**src/rtl/hamming_pkg.sv**
```systemverilog
// Shared SECDED Hamming definitions for the encoder engine and the decoder.
// Contents: FSM state type, codeword parity-bit positions, and the
// 11-bit message to 16-bit codeword encode function.
// Codeword layout (bit15 first): {d[11:5], p8, d[4:2], p4, d[1], p2, p1, p0}.
package hamming_pkg;

    localparam int unsigned DATA_W = 11;
    localparam int unsigned CW_W   = 16;

    localparam int unsigned P0 = 0;
    localparam int unsigned P1 = 1;
    localparam int unsigned P2 = 2;
    localparam int unsigned P4 = 4;
    localparam int unsigned P8 = 8;

    typedef enum logic [2:0] {
        IDLE  = 3'd0,
        RD_LO = 3'd1,
        RD_HI = 3'd2,
        ENC   = 3'd3,
        WR_LO = 3'd4,
        WR_HI = 3'd5,
        DONE  = 3'd6
    } state_t;

    // Data bits fill the non-power-of-two positions; p0 makes the word even parity.
    function automatic logic [CW_W-1:0] hamming_encode(input logic [11:1] d);
        logic [CW_W-1:0] cw;
        cw        = '0;
        cw[15:9]  = d[11:5];
        cw[7:5]   = d[4:2];
        cw[3]     = d[1];
        cw[P8]    = ^d[11:5];
        cw[P4]    = (^d[11:8]) ^ (^d[4:2]);
        cw[P2]    = d[11] ^ d[10] ^ d[7] ^ d[6] ^ d[4] ^ d[3] ^ d[1];
        cw[P1]    = d[11] ^ d[9] ^ d[7] ^ d[5] ^ d[4] ^ d[2] ^ d[1];
        cw[P0]    = ^cw[15:1];
        return cw;
    endfunction

endpackage

```
**src/rtl/hamming_secded_enc.sv**
```systemverilog
// Purely combinational 11-bit message to 16-bit SECDED codeword encoder.
// Ports:
//   data  - message bits d[11:1] packed as data[10:0]
//   cw_c  - combinational codeword
module hamming_secded_enc
    import hamming_pkg::*;
(
    input  logic [DATA_W-1:0] data,
    output logic [CW_W-1:0]   cw_c
);

    assign cw_c = hamming_encode(data);

endmodule

```
**src/rtl/hamming_enc_engine.sv**
```systemverilog
// Memory-mapped SECDED Hamming encoder engine.
// On an accepted start, reads NUM_MSG two-byte messages from SRC_BASE,
// encodes each into a 16-bit codeword and writes it as two bytes at
// DST_BASE, then raises done (held until the next accepted start or reset).
// Ports:
//   clk, reset     - clock, synchronous active-low reset
//   start          - request, sampled in IDLE only
//   done           - all codewords written
//   mem_addr       - byte address
//   mem_rd_en      - read strobe; mem_rdata valid the following cycle
//   mem_rdata      - read data
//   mem_wr_en      - write strobe; memory writes mem_wdata on the same edge
//   mem_wdata      - write data
//   cycle_cnt      - busy-cycle counter (only with HAMMING_ENC_PERF_EN defined)
// Optional feature macro: HAMMING_ENC_PERF_EN
module hamming_enc_engine
    import hamming_pkg::*;
#(
    parameter int unsigned NUM_MSG  = 15,
    parameter int unsigned SRC_BASE = 0,
    parameter int unsigned DST_BASE = 30,
    parameter int unsigned AW       = 8
)(
    input  logic          clk,
    input  logic          reset,
    input  logic          start,
    output logic          done,
    output logic [AW-1:0] mem_addr,
    output logic          mem_rd_en,
    input  logic [7:0]    mem_rdata,
    output logic          mem_wr_en,
    output logic [7:0]    mem_wdata
`ifdef HAMMING_ENC_PERF_EN
    ,
    output logic [15:0]   cycle_cnt
`endif
);

    localparam int unsigned   IW       = (NUM_MSG > 1) ? $clog2(NUM_MSG) : 1;
    localparam logic [IW-1:0] LAST_IDX = IW'(NUM_MSG - 1);

    state_t          state;
    logic [IW-1:0]   msg_idx;
    logic [7:0]      lo_q;
    logic [7:0]      cw_hi_q;
    logic [CW_W-1:0] enc_cw_c;

    function automatic logic [AW-1:0] byte_addr(input int unsigned base,
                                                 input int unsigned idx,
                                                 input int unsigned ofs);
        return AW'(base + 2 * idx + ofs);
    endfunction

    // Encoder sees the captured low byte plus the high byte arriving this cycle.
    hamming_secded_enc u_enc (
        .data ({mem_rdata[2:0], lo_q}),
        .cw_c (enc_cw_c)
    );

    // Control FSM; memory strobes are registered so they are visible during the
    // state that owns them.
    always_ff @(posedge clk) begin
        if (!reset) begin
            state     <= IDLE;
            msg_idx   <= '0;
            done      <= 1'b0;
            mem_rd_en <= 1'b0;
            mem_wr_en <= 1'b0;
            mem_addr  <= '0;
            mem_wdata <= '0;
            lo_q      <= '0;
            cw_hi_q   <= '0;
        end else begin
            mem_rd_en <= 1'b0;
            mem_wr_en <= 1'b0;
            mem_addr  <= '0;
            mem_wdata <= '0;
            unique case (state)
                IDLE: begin
                    if (start) begin
                        state     <= RD_LO;
                        msg_idx   <= '0;
                        done      <= 1'b0;
                        mem_rd_en <= 1'b1;
                        mem_addr  <= byte_addr(SRC_BASE, 0, 0);
                    end
                end
                RD_LO: begin
                    state     <= RD_HI;
                    mem_rd_en <= 1'b1;
                    mem_addr  <= byte_addr(SRC_BASE, 32'(msg_idx), 1);
                end
                RD_HI: begin
                    lo_q  <= mem_rdata;
                    state <= ENC;
                end
                ENC: begin
                    cw_hi_q   <= enc_cw_c[15:8];
                    state     <= WR_LO;
                    mem_wr_en <= 1'b1;
                    mem_addr  <= byte_addr(DST_BASE, 32'(msg_idx), 0);
                    mem_wdata <= enc_cw_c[7:0];
                end
                WR_LO: begin
                    state     <= WR_HI;
                    mem_wr_en <= 1'b1;
                    mem_addr  <= byte_addr(DST_BASE, 32'(msg_idx), 1);
                    mem_wdata <= cw_hi_q;
                end
                WR_HI: begin
                    if (msg_idx == LAST_IDX) begin
                        state <= DONE;
                        done  <= 1'b1;
                    end else begin
                        msg_idx   <= msg_idx + IW'(1);
                        state     <= RD_LO;
                        mem_rd_en <= 1'b1;
                        mem_addr  <= byte_addr(SRC_BASE, 32'(msg_idx) + 1, 0);
                    end
                end
                DONE: begin
                    // Holding start keeps us here so a held request cannot rerun.
                    if (!start) begin
                        state <= IDLE;
                    end
                end
                default: begin
                    state <= IDLE;
                end
            endcase
        end
    end

`ifdef HAMMING_ENC_PERF_EN
    // Busy-cycle counter, saturating; frozen in IDLE and DONE.
    always_ff @(posedge clk) begin
        if (!reset) begin
            cycle_cnt <= '0;
        end else if (state == IDLE) begin
            if (start) begin
                cycle_cnt <= '0;
            end
        end else if (state != DONE) begin
            if (cycle_cnt != 16'hFFFF) begin
                cycle_cnt <= cycle_cnt + 16'd1;
            end
        end
    end
`endif

endmodule

```
**config.mk**
```make
export PLATFORM = sky130hd
export DESIGN_NAME = hamming_enc_engine
export DESIGN_NICKNAME = d
export VERILOG_FILES = /design/src/rtl/hamming_pkg.sv /design/src/rtl/hamming_secded_enc.sv /design/src/rtl/hamming_enc_engine.sv
export SDC_FILE = /design/constraint.sdc
export NUM_CORES = 1
export LEC_CHECK = 0
export CAP_MARGIN = 25
export CORE_ASPECT_RATIO = 1.1
export CORE_MARGIN = 10
export CORE_UTILIZATION = 58
export CTS_CLUSTER_DIAMETER = 50
export DETAILED_ROUTE_END_ITERATION = 8
export GPL_ROUTABILITY_DRIVEN = 0
export PLACE_DENSITY = 0.84
export REMOVE_ABC_BUFFERS = 1
export SLEW_MARGIN = 20
export SYNTH_ARGS = -nofsm -noshare
export SYNTH_HDL_FRONTEND = slang
export SYNTH_HIERARCHICAL = 1
export SYNTH_SLANG_ARGS = --single-unit
```
**constraint.sdc**
```tcl
create_clock -name clk -period 4 [get_ports clk]
set_input_delay 0.8 -clock clk [delete_from_list [all_inputs] [get_ports clk]]
set_output_delay 0.8 -clock clk [all_outputs]
set_load 0.05 [all_outputs]
```
==> summary.md <==
The run gives 0.561 mW as the cell-internal power. Buffers added to address setup during post-CTS repair amount to 0. Measured against its own limit, the worst slew margin works out to 47.9%.

Static timing analysis puts the maximum clock frequency at 0.432 GHz. The critical path startpoint category is a flip-flop. In the final design database the tool counted 261 nets. The clock arrives with 0.00984 ns of skew. The run finished with clean final reports. The number of distinct standard cells referenced by the synthesized netlist was 47. In the post-synthesis netlist, the cell with the most instances is nand2_1. Counting every sink on the clock net gives 40. The total global routing track utilization was 13.7%; the number of resized instances in the post-cts repair step was 0. After the first detailed-routing iteration, the DRC count stood at 97.

The share of total power dissipated in the clock network is 23.9%. In the routed design, unresolved DRC markers number 0. The logs give 0.00211 mm^2 for the post-synth design cell area and 0.810 nW for the static leakage power. The class of the worst hold path is flip-flop to flip-flop. Largest incremental delay on the critical path: 0.81 ns. The share of cell area taken by muxes after synthesis is 0%, and the initial core utilization is 61.8%. The total design power was 0.809 mW; the average cell area after synthesis was 8.87 um^2.

After Yosys synthesis, full adders, half adders and majority gates account for 1.78% of the synthesized area. The number of placed I/O pins was 30. The quantity of hold-fixing buffers added after cts is 0, and the count of input and output buffers is 27. For the first-pass GRT wire length, the log shows 7.36 mm. At the pin with the least slew margin, the transition time is 0.781 ns. After Yosys synthesis, XOR and XNOR cells account for 11.6% of the synthesized area.

The via count of the first global-routing pass came out at 1526. The logs give 54.5% for the sequential fraction of design power and 0 for the hold violation count in the final report. By area, the combinational part of the netlist is dominated by simple AND/OR/NAND/NOR gates. The ratio of routed vias to standard cells is 5.32.

The post-route fraction of the period consumed by the critical path is 57.8%, and the maximum vdd ir drop is 0.270 mV. The critical path's slowest cell was clkdlybuf4s50_1. For the placed cell area, the log shows 0.00227 mm^2. For this run, the number of Yosys warnings is 6. The most used flip-flop cell after synthesis is dfxtp_1. The analysis attributes to net switching a power of 0.247 mW.

The largest total area in the synthesized netlist belongs to dfxtp_1. The clock tree synthesis step divided the H-tree into 2 levels. In the synthesized netlist, the cells that appear most often are 42 x nand2_1, 40 x dfxtp_1, 16 x buf_4, 15 x a21boi_0, 12 x xnor2_1.

The number of pins with negative max-slew slack in the final report was 0. The top cell type by area accounts for 37.9% of the synthesized area. Prior to clock tree synthesis, the placed netlist has a worst setup slack of 1.43 ns. The tools report the count of nets left with antenna violations after detail routing as 0.

Setup repair after global routing left no endpoint under its margin. Data on the critical path arrives at its endpoint at 1.51 ns. Summing the sequential cell areas from Yosys gives 37.9% of the chip area. The cell count after synthesis came out at 238. Of the total synthesized cell area, the portion taken by AND, OR, NAND and NOR gates is 20.6%.

The total CTS buffers was 5. The synthesized netlist devotes 18.4% of its cell area to compound gates. Global routing finished with a remaining overflow of 0. The cell family contributing the most delay on the critical path was buffers and inverters. The HPWL reported at the end of detailed placement came out at 3.10 mm. The number of gates on the worst path with buffers counted is 1. The highest net fanout along the worst path came out at 2. Traced cell by cell, the critical path runs through clkdlybuf4s50_1. Setup violations remaining at the end of the flow were counted as 0. The run gives 0 ns as the final total negative setup slack. Critical path capture point type: an output pin.

The cell chosen for the clock root was clkbuf_4. In this run, the combinational gates consume 21.7% of the power. Hold is met by 0.476 ns. Measured along the y axis, the die boundary spans 83.3 um. The max-capacitance violation count is 0, and the layout cell share with drive strength beyond 1 is 7.69%.

The count of antenna diodes in the layout was 0; the number of synthesized flops with an enable pin was 0. STA puts the critical path data required time at 3.20 ns. The run gives 4.23 mm as the detailed-route wire length.

Of all flip-flops after synthesis, the portion carrying an async set or reset was 0%. The number of storage elements in the synthesis netlist is 40. The total power per unit cell area was 349 mW/mm^2. The count of cells along the worst hold path was 2. The initial antenna violation count is 0, and the post-detailed-route wirelength per cell is 14.3 um.

Relative to the synthesized area, the layout overhead comes to 9.78%. TritonCTS built the clock tree. The floorplan step defined a die boundary enclosing 0.00646 mm^2.

Across all setup checks in the final design, the least slack found is 1.69 ns. From left edge to right edge, the die measures 77.5 um. The total buffers and inverters traversed by the critical path came out at 1. The latest clock arrival within the worst-skew pair came out at 0.35 ns. The kind of critical path was flip-flop to output pin.

The smallest clock period supported by the final layout is computed as 2.31 ns. The region available for standard cell placement spans 0.00341 mm^2. The register clock-pin slew on the reported worst setup and hold paths is 0.12 ns. The area of all placed cells without fillers was 0.00232 mm^2. The final route contains 1570 vias.

The longest clock path from root to sink contains 2 buffers. The number of cells on the worst reg-to-reg path is 4, and the largest net degree at the start of global routing is 22. In this run the core area contains 22 standard-cell rows. Of the total power, the share spent switching nets is 30.6%. By area the synthesized netlist is led by dfxtp_1 38%, nand2_1 7.5%, buf_4 5.7%.

For the first-pass detailed-route iteration total, the log shows 5.
## state kept, by name (all words and copies together), names as in the netlist
register   flops
mem_addr       6
cw_hi_q        8
done           1
state          3
msg_idx        4
lo_q           8
mem_wr_en      1
mem_wdata      8
mem_rd_en      1
## power groups by stage
stage	Sequential (mW)	Clock [mW]	Combinational [mW]
after floorplan	0.462	0	0.112
after global placement	0.448	0	0.173
after detailed placement	0.449	0	0.176
after CTS	0.440	0.198	0.176
after global routing	0.444	0.212	0.190
final	0.440	0.193	0.175
## stage by stage
stage,instances,util (%)
3_3_place_gp,288,66.5
4_1_cts,295,67.9
2_1_floorplan,212,-
3_5_place_dp,288,66.5
5_1_grt,295,67.9
6_report,295,67.9
## cells in the final DEF (no fill, tap or decap), drive strengths merged, types with 2 or more instances in the layout
cell type	Yosys	routed
o211ai	2	2
xnor3	2	2
clkdlybuf4s50	0	27
clkbuf	5	6
and2	2	2
a22oi	9	9
ha	3	3
nand3	3	3
nor2	8	8
xor2	8	8
o22ai	3	3
a211o	2	2
nand2b	3	3
nor2b	12	12
a21oi	11	11
inv	5	5
xnor2	13	13
o21ai	7	7
nand2	42	42
conb	1	2
a21boi	19	19
nor3	4	4
dfxtp	40	40
or3	2	2
## logic make-up after synthesis
kind of cell | count (synthesis)
XOR/XNOR | 23
AND/OR/NAND/NOR | 82
AO/OA/AOI/OAI | 57
other | 1
flip-flops | 40
adder cells (fa/ha/maj) | 3
buffers and inverters | 32
## metal layers
layer	part of all wire, %	up-vias	track usage, %	wire length [um]
met2	51	22	23.1	2170
met1	44	738	15.7	1870
li1	-	804	-	-
met3	3.2	6	4.42	136
met5	0	-	0	0
met4	1.3	0	4.95	55
## layout make-up
class | count | area [um^2]
clock buffers | 6 | 41.3
clock inverters | 1 | 5.00
fillers | 307 | 1100
inverters | 5 | 18.8
multi-input cells | 167 | 1110
flip-flops and latches | 40 | 801
well taps | 48 | 60.1
repair buffers | 28 | 278
## path summary, 6_finish.rpt
| kind | start | end | slack [ns] |
|---|---|---|---|
| worst min register to register | cw_hi_q[7] | cw_hi_q[7] | 0.48 |
| worst min-delay path | cw_hi_q[7] | cw_hi_q[7] | 0.48 |
| worst max register to register | state[0] | mem_addr[5] | 1.73 |
| worst max-delay path | done | done | 1.69 |
No activity file was read; power rests on OpenSTA's default activity.
